$ cat src/rtl/is_array_pkg.sv
// Shared definitions for the input-stationary array sequencer: FSM state
// encoding and the phase-length functions derived from the array geometry.
package is_array_pkg;

  typedef enum logic [2:0] {
    ST_IDLE,
    ST_CLEAR,
    ST_LOAD,
    ST_STREAM,
    ST_DRAIN,
    ST_DONE
  } seq_state_t;

  // Activation load covers the 2-cycle capture-enable delay through every PE on the diagonal walk.
  function automatic int unsigned load_cyc(input int unsigned rows, input int unsigned cols);
    return 2 * (rows + cols - 1) + 1;
  endfunction

  function automatic int unsigned drain_cyc(input int unsigned rows, input int unsigned cols,
                                            input int unsigned stage);
    return rows + cols + stage;
  endfunction

endpackage

$ cat src/rtl/is_seq_phase_counter.sv
// Loadable down-counter with terminal-count flag; times the LOAD and DRAIN phases.
module is_seq_phase_counter #(
  parameter int unsigned CNT_W = 4
) (
  input  logic             i_clk,
  input  logic             i_rst_n,
  input  logic             i_load,
  input  logic [CNT_W-1:0] i_load_val,
  input  logic             i_en,
  output logic             o_tc
);

  logic [CNT_W-1:0] r_cnt;

  always_ff @(posedge i_clk) begin
    if (!i_rst_n) begin
      r_cnt <= '0;
    end else if (i_load) begin
      r_cnt <= i_load_val;
    end else if (i_en && (r_cnt != '0)) begin
      r_cnt <= r_cnt - CNT_W'(1);
    end
  end

  assign o_tc = (r_cnt == '0);

endmodule

$ cat src/rtl/is_array_sequencer.sv
// Job sequencer for the input-stationary systolic array: CLEAR, LOAD, STREAM, DRAIN, DONE.
// Optional performance counters are built only when IS_SEQ_PERF_EN is defined.
module is_array_sequencer
  import is_array_pkg::*;
#(
  parameter int unsigned ROWS   = 4,
  parameter int unsigned COLS   = 4,
  parameter int unsigned STAGE  = 0,
  parameter int unsigned N_W    = 16,
  parameter int unsigned ADDR_W = 8
) (
  input  logic              clk,
  input  logic              rst_n,
  input  logic              start,
  input  logic              abort,
  input  logic [N_W-1:0]    n_vec,
  input  logic              wei_vld,
  output logic              busy,
  output logic              done,
  output logic              reg_clear,
  output logic              cell_en,
  output logic              cell_sc_en,
  output logic              pipeline_en,
  output logic              act_rd_en,
  output logic [ADDR_W-1:0] act_rd_addr,
  output logic              wei_rd_en,
  output logic [ADDR_W-1:0] wei_rd_addr,
  output logic [31:0]       perf_cycles,
  output logic [31:0]       perf_stalls
);

  localparam int unsigned LOAD_CYC  = load_cyc(ROWS, COLS);
  localparam int unsigned DRAIN_CYC = drain_cyc(ROWS, COLS, STAGE);
  localparam int unsigned PH_MAX    = (LOAD_CYC > DRAIN_CYC) ? LOAD_CYC : DRAIN_CYC;
  localparam int unsigned PH_W      = $clog2(PH_MAX + 1);

  seq_state_t        r_state;
  seq_state_t        w_next;
  logic [N_W-1:0]    r_n_vec;
  logic [N_W-1:0]    r_vec_cnt;
  logic [ADDR_W-1:0] r_act_addr;
  logic [ADDR_W-1:0] r_wei_addr;
  logic              w_accept;
  logic              w_last_vec;
  logic              w_ph_load;
  logic              w_ph_en;
  logic              w_ph_tc;
  logic [PH_W-1:0]   w_ph_val;

  // Abort beats a simultaneous start; a zero-length job is never started.
  assign w_accept   = (r_state == ST_IDLE) && start && !abort && (n_vec != '0);
  assign w_last_vec = wei_vld && (r_vec_cnt == (r_n_vec - N_W'(1)));

  is_seq_phase_counter #(.CNT_W(PH_W)) u_phase (
    .i_clk      (clk),
    .i_rst_n    (rst_n),
    .i_load     (w_ph_load),
    .i_load_val (w_ph_val),
    .i_en       (w_ph_en),
    .o_tc       (w_ph_tc)
  );

  always_ff @(posedge clk) begin
    if (!rst_n) begin
      r_state <= ST_IDLE;
    end else begin
      r_state <= w_next;
    end
  end

  always_comb begin
    w_next      = r_state;
    w_ph_load   = 1'b0;
    w_ph_val    = PH_W'(LOAD_CYC - 1);
    w_ph_en     = 1'b0;
    busy        = 1'b1;
    done        = 1'b0;
    reg_clear   = 1'b0;
    cell_en     = 1'b0;
    cell_sc_en  = 1'b0;
    pipeline_en = 1'b0;
    act_rd_en   = 1'b0;
    wei_rd_en   = 1'b0;
    case (r_state)
      ST_IDLE: begin
        busy = 1'b0;
        if (w_accept) w_next = ST_CLEAR;
      end
      ST_CLEAR: begin
        reg_clear = 1'b1;
        w_ph_load = 1'b1;
        w_next    = ST_LOAD;
      end
      ST_LOAD: begin
        cell_sc_en = 1'b1;
        act_rd_en  = 1'b1;
        w_ph_en    = 1'b1;
        if (w_ph_tc) w_next = ST_STREAM;
      end
      ST_STREAM: begin
        cell_en     = 1'b1;
        wei_rd_en   = 1'b1;
        pipeline_en = wei_vld;
        // Keep the drain length preloaded so DRAIN starts timing immediately.
        w_ph_load   = 1'b1;
        w_ph_val    = PH_W'(DRAIN_CYC - 1);
        if (w_last_vec) w_next = ST_DRAIN;
      end
      ST_DRAIN: begin
        cell_en     = 1'b1;
        pipeline_en = 1'b1;
        w_ph_en     = 1'b1;
        if (w_ph_tc) w_next = ST_DONE;
      end
      ST_DONE: begin
        done   = 1'b1;
        w_next = ST_IDLE;
      end
      default: begin
        busy   = 1'b0;
        w_next = ST_IDLE;
      end
    endcase
    if (abort && (r_state != ST_IDLE)) begin
      w_next    = ST_IDLE;
      reg_clear = 1'b1;
      done      = 1'b0;
    end
  end

  always_ff @(posedge clk) begin
    if (!rst_n) begin
      r_n_vec    <= '0;
      r_vec_cnt  <= '0;
      r_act_addr <= '0;
      r_wei_addr <= '0;
    end else begin
      if (w_accept) begin
        r_n_vec    <= n_vec;
        r_vec_cnt  <= '0;
        r_act_addr <= '0;
        r_wei_addr <= '0;
      end
      if ((r_state == ST_LOAD) && (r_act_addr != '1)) begin
        r_act_addr <= r_act_addr + ADDR_W'(1);
      end
      if ((r_state == ST_STREAM) && wei_vld) begin
        r_vec_cnt  <= r_vec_cnt + N_W'(1);
        r_wei_addr <= r_wei_addr + ADDR_W'(1);
      end
    end
  end

  assign act_rd_addr = (r_state == ST_LOAD)   ? r_act_addr : '0;
  assign wei_rd_addr = (r_state == ST_STREAM) ? r_wei_addr : '0;

`ifdef IS_SEQ_PERF_EN
  logic [31:0] r_perf_cycles;
  logic [31:0] r_perf_stalls;

  always_ff @(posedge clk) begin
    if (!rst_n || w_accept) begin
      r_perf_cycles <= '0;
      r_perf_stalls <= '0;
    end else begin
      if (busy && (r_perf_cycles != '1)) begin
        r_perf_cycles <= r_perf_cycles + 32'd1;
      end
      if ((r_state == ST_STREAM) && !wei_vld && (r_perf_stalls != '1)) begin
        r_perf_stalls <= r_perf_stalls + 32'd1;
      end
    end
  end

  assign perf_cycles = r_perf_cycles;
  assign perf_stalls = r_perf_stalls;
`else
  assign perf_cycles = '0;
  assign perf_stalls = '0;
`endif

endmodule

$ cat config.mk
export PLATFORM = sky130hd
export DESIGN_NAME = is_array_sequencer
export DESIGN_NICKNAME = d
export VERILOG_FILES = /design/src/rtl/is_array_pkg.sv /design/src/rtl/is_seq_phase_counter.sv /design/src/rtl/is_array_sequencer.sv
export SDC_FILE = /design/constraint.sdc
export NUM_CORES = 1
export LEC_CHECK = 0
export CORE_ASPECT_RATIO = 0.75
export CORE_MARGIN = 1
export CORE_UTILIZATION = 35
export CTS_BUF_LIST = sky130_fd_sc_hd__clkbuf_8
export DETAILED_ROUTE_END_ITERATION = 12
export SETUP_SLACK_MARGIN = 0.15
export SLEW_MARGIN = 15
export SYNTH_ARGS = -nofsm -noshare
export SYNTH_HDL_FRONTEND = slang
export SYNTH_SLANG_ARGS = --single-unit
$ cat constraint.sdc
create_clock -name clk -period 5.6 [get_ports clk]
set_input_delay 1.12 -clock clk [delete_from_list [all_inputs] [get_ports clk]]
set_output_delay 1.12 -clock clk [all_outputs]
set_load 0.03 [all_outputs]
==> reports/results.txt <==
The wire length of the first global-routing pass is 14.3 mm. By count the netlist is led by sky130_fd_sc_hd__buf_4 (65), sky130_fd_sc_hd__dfxtp_1 (55), sky130_fd_sc_hd__nand2_1 (48), sky130_fd_sc_hd__nand3_1 (37), sky130_fd_sc_hd__o21ai_0 (28). Counting tap cells, the placed design contains a total of 655 instances.

Switching part of the total power: 35.2%. The flow ran to the end, and the final reports show no timing, DRC or antenna violations. Portion of netlist area occupied by mux cells: 1.31%. The routed design could run at a clock period as short as 3.83 ns. Summing internal, switching and leakage power gives 0.874 mW. For this block, the via count after detailed routing is 3281. Summing the areas of all and, or, nand and nor instances in the mapped netlist gives 28.6% of the synthesized area.

Derived from the worst setup path, the maximum achievable clock frequency is 261 MHz. 109 I/O pins were placed. The initialized floorplan defines 32 standard-cell rows. In the final timing run, aggregate negative setup slack is 0 ns. Setup slack on the critical path of the routed design comes to 1.77 ns. Combinational cells account for 26.1% of the total power. For this run, asynchronously set or reset flops after synthesis account for 0%. Dividing the detail-routed via count by the number of cells gives 4.95.

Cell area after layout: 4200 µm². The aggregate global-route resource usage was 15.7%; the placement-stage worst setup slack was 1.72 ns. The worst setup path is captured at an output port.

Clock-pin slew was measured on the worst setup and hold paths at 0.10 ns. TritonCTS created 5 clock buffers. Internal power of the cells: 0.566 mW. In the final design database the tool counted 552 nets.

0 antenna diodes ended up in the layout. Yosys mapped a number of flops with a built-in enable equal to 0. Data on the critical path is required at its endpoint by 4.48 ns. The tools report the switching power as 0.308 mW. Of all nets on the critical path, the largest fanout is 15. Summing the sequential cell areas from Yosys gives 28.8% of the chip area. Total of flip-flops plus latches after synthesis: 55. Setup repair after global routing left no endpoint under its margin. The post-synthesis compound-gate area fraction was 16.0%; the sequential share of power was 47.7%.

The clock network is responsible for 26.2% of the overall power. For the placed cell area, the log shows 4110 µm². The proportion of layout cells with a drive suffix above 1 is 4.55%, and the count of clock tree sinks is 55.

The final setup violation count was 0; the final worst-path cycle share was 68.4%. The number of pins with negative max-slew slack in the final report is 0. The logs give 0 for the residual overflow from global routing and 6.33 mm for the sum of net half-perimeters after detailed placement. The run gives 2.71 ns as the worst endpoint data arrival time.

The element type at the critical path start was an input port. TritonCTS built the clock tree. The logs give 0.102 mV for the maximum vdd ir drop and 47 for the maximum number of pins on one net before global-route repair. The finished layout holds 663 standard cells, fillers aside. Across the routed clock network, the largest skew measured is 0.00976 ns. From left edge to right edge, the die measures 123 µm. The power per cell area was 208 nW/µm². The distinct cell type count of the synthesized netlist is 54. Summing the areas of all xor and xnor instances in the mapped netlist gives 6.88% of the synthesized area. The detailed router finished its first iteration with 206 violations. In this run the number of H-tree levels came out at 2. The critical path is of the input port to output port type. Post-CTS repair changed the size of 0 cells. The path category of the worst min-delay check was flip-flop to flip-flop. Cells fill 40.2% of the core in the end. Buffers added to address setup during post-CTS repair amount to 0.

For the cell count after synthesis, the log shows 496. After synthesis the cells add up to 3820 µm². Average cell area after synthesis: 7.70 µm².

The synthesized netlist devotes 1.64% of its cell area to adder and majority cells. The placer congestion estimate was 0.863; the first-pass detailed-route iteration total was 5. For this run, the leading register cell type out of synthesis is sky130_fd_sc_hd__dfxtp_1. The initial antenna violation count was 0.

The total of warnings raised by yosys is 0. The cell type with the highest aggregate area in the netlist was sky130_fd_sc_hd__dfxtp_1. The overall die area was 11300 µm². For this design the static power due to leakage is 1.61 nW.

The detail-routed net length per standard cell was 12.8 µm. The routed design has 8.52 mm of wire. By area, the combinational part of the netlist is dominated by simple AND/OR/NAND/NOR gates. In this run the biggest area consumer among cell types represents 28.8% of the synthesized area. The number of nets still failing antenna checks after routing came out at 0. The clock passes through at most 2 buffers. The final number of hold-violating endpoints is 0. For this configuration, the core starts out at a cell density of 36.5%. After synthesis, the cell types taking the most area are sky130_fd_sc_hd__dfxtp_1 (29%), sky130_fd_sc_hd__buf_4 (13%), sky130_fd_sc_hd__nand3_1 (4.9%). Buffers inserted to repair hold after CTS numbered 0. In the routed design, unresolved DRC markers number 0. The tool flagged a number of max-cap violations equal to 0. By instance count, the leading cell after synthesis is sky130_fd_sc_hd__buf_4.

The core footprint was 10500 µm². The run gives 0.31 ns as the later-pin clock latency in the skew report. From synthesis to final layout, the design area changed by 10.0%. The relative slew slack is 28.8%, and the number of buffer cells added on primary ports is 44.

The slew at the pin with the worst max-slew slack came out at 1.07 ns. The die height was 92.4 µm; the tightest hold margin was 0.477 ns. For the via count of the first global-routing pass, the log shows 2937. Clock tree synthesis selected as its root buffer the cell sky130_fd_sc_hd__clkbuf_8.
-- area by class of cell --
| class | instances | area, µm² |
|---|---|---|
| flip-flops and latches | 55 | 1100 |
| fillers | 1078 | 6250 |
| repair buffers | 49 | 478 |
| clock inverters | 3 | 25.0 |
| multi-input cells | 405 | 2320 |
| inverters | 10 | 37.5 |
| well taps | 136 | 170 |
| clock buffers | 5 | 68.8 |
-- sequential cells by signal (all words and copies together), names as in the netlist --
| register | count |
|---|---|
| r_n_vec | 16 |
| r_vec_cnt | 16 |
| r_act_addr | 8 |
| r_wei_addr | 8 |
| u_phase.r_cnt | 4 |
| r_state | 3 |
-- cell families (layout without fill, tap and decap cells) --
| group | count (synthesis) | after routing |
|---|---|---|
| AND/OR/NAND/NOR | 203 | 203 |
| XOR/XNOR | 30 | 30 |
| other | 1 | 64 |
| adder cells (fa/ha/maj) | 5 | 5 |
| AO/OA/AOI/OAI | 98 | 98 |
| flip-flops | 55 | 55 |
| buffers and inverters | 99 | 67 |
| multiplexers | 5 | 5 |
-- per-layer routing --
metal	global-route usage (%)	wire length, µm	part of all wire [%]	vias up
li1	-	-	-	1641
met1	23.1	4200	49	1551
met2	23.7	3690	43	83
met3	3.14	564	6.6	6
met4	2.54	60	0.70	0
met5	0	0	0	-
-- power by group through the flow --
stage	Sequential [mW]	Clock [mW]	Combinational, mW
floorplan	0.418	0	0.220
global placement	0.426	0	0.224
detailed placement	0.427	0	0.227
CTS	0.417	0.236	0.228
global route	0.420	0.253	0.250
finish	0.417	0.229	0.228
-- path summary, 6_finish.rpt --
path                                          startpoint                    endpoint  slack (ns)  cells past startpoint
worst min register to register  r_n_vec[15]$_SDFFE_PN0P_    r_n_vec[15]$_SDFFE_PN0P_        0.48                      2
worst max-delay path                             wei_vld                 pipeline_en        1.77                      5
worst min-delay path            r_n_vec[15]$_SDFFE_PN0P_    r_n_vec[15]$_SDFFE_PN0P_        0.48                      2
worst max register to register   r_state[1]$_SDFFE_PP0P_  r_wei_addr[2]$_SDFFE_PN0P_        2.96                      6
-- worst max-delay path: stages --
cell,delay (ns)
sky130_fd_sc_hd__clkdlybuf4s50_1,0.52
sky130_fd_sc_hd__nand4b_1,0.10
sky130_fd_sc_hd__buf_4,0.22
sky130_fd_sc_hd__nand2_1,0.09
sky130_fd_sc_hd__clkdlybuf4s50_1,0.66
-- cell usage in the layout (no fill, tap or decap), types with 3 or more instances in the layout --
cell                              Yosys  routed
sky130_fd_sc_hd__o21ai_0             28      28
sky130_fd_sc_hd__o21a_1               3       3
sky130_fd_sc_hd__and2_1              25      25
sky130_fd_sc_hd__nor3_1              13      13
sky130_fd_sc_hd__or3_1                3       3
sky130_fd_sc_hd__a21oi_1             21      21
sky130_fd_sc_hd__dfxtp_1             55      55
sky130_fd_sc_hd__nor2b_1              5       5
sky130_fd_sc_hd__nand2_1             48      48
sky130_fd_sc_hd__nand2b_1             3       3
sky130_fd_sc_hd__nand4_1              5       5
sky130_fd_sc_hd__a31oi_1             10      10
sky130_fd_sc_hd__nor3b_1              3       3
sky130_fd_sc_hd__conb_1               1      64
sky130_fd_sc_hd__buf_4               65       5
sky130_fd_sc_hd__nand3_1             37      37
sky130_fd_sc_hd__xor2_1              14      14
sky130_fd_sc_hd__or2_2                3       3
sky130_fd_sc_hd__ha_1                 5       5
sky130_fd_sc_hd__a21boi_0            22      22
sky130_fd_sc_hd__nor4_1              10      10
sky130_fd_sc_hd__xnor2_1             16      16
sky130_fd_sc_hd__nor2_1              27      27
sky130_fd_sc_hd__clkbuf_8             0       5
sky130_fd_sc_hd__mux2i_1              5       5
sky130_fd_sc_hd__inv_1               10      10
sky130_fd_sc_hd__clkdlybuf4s50_1      0      44
Power figures use the tool's default switching activity.
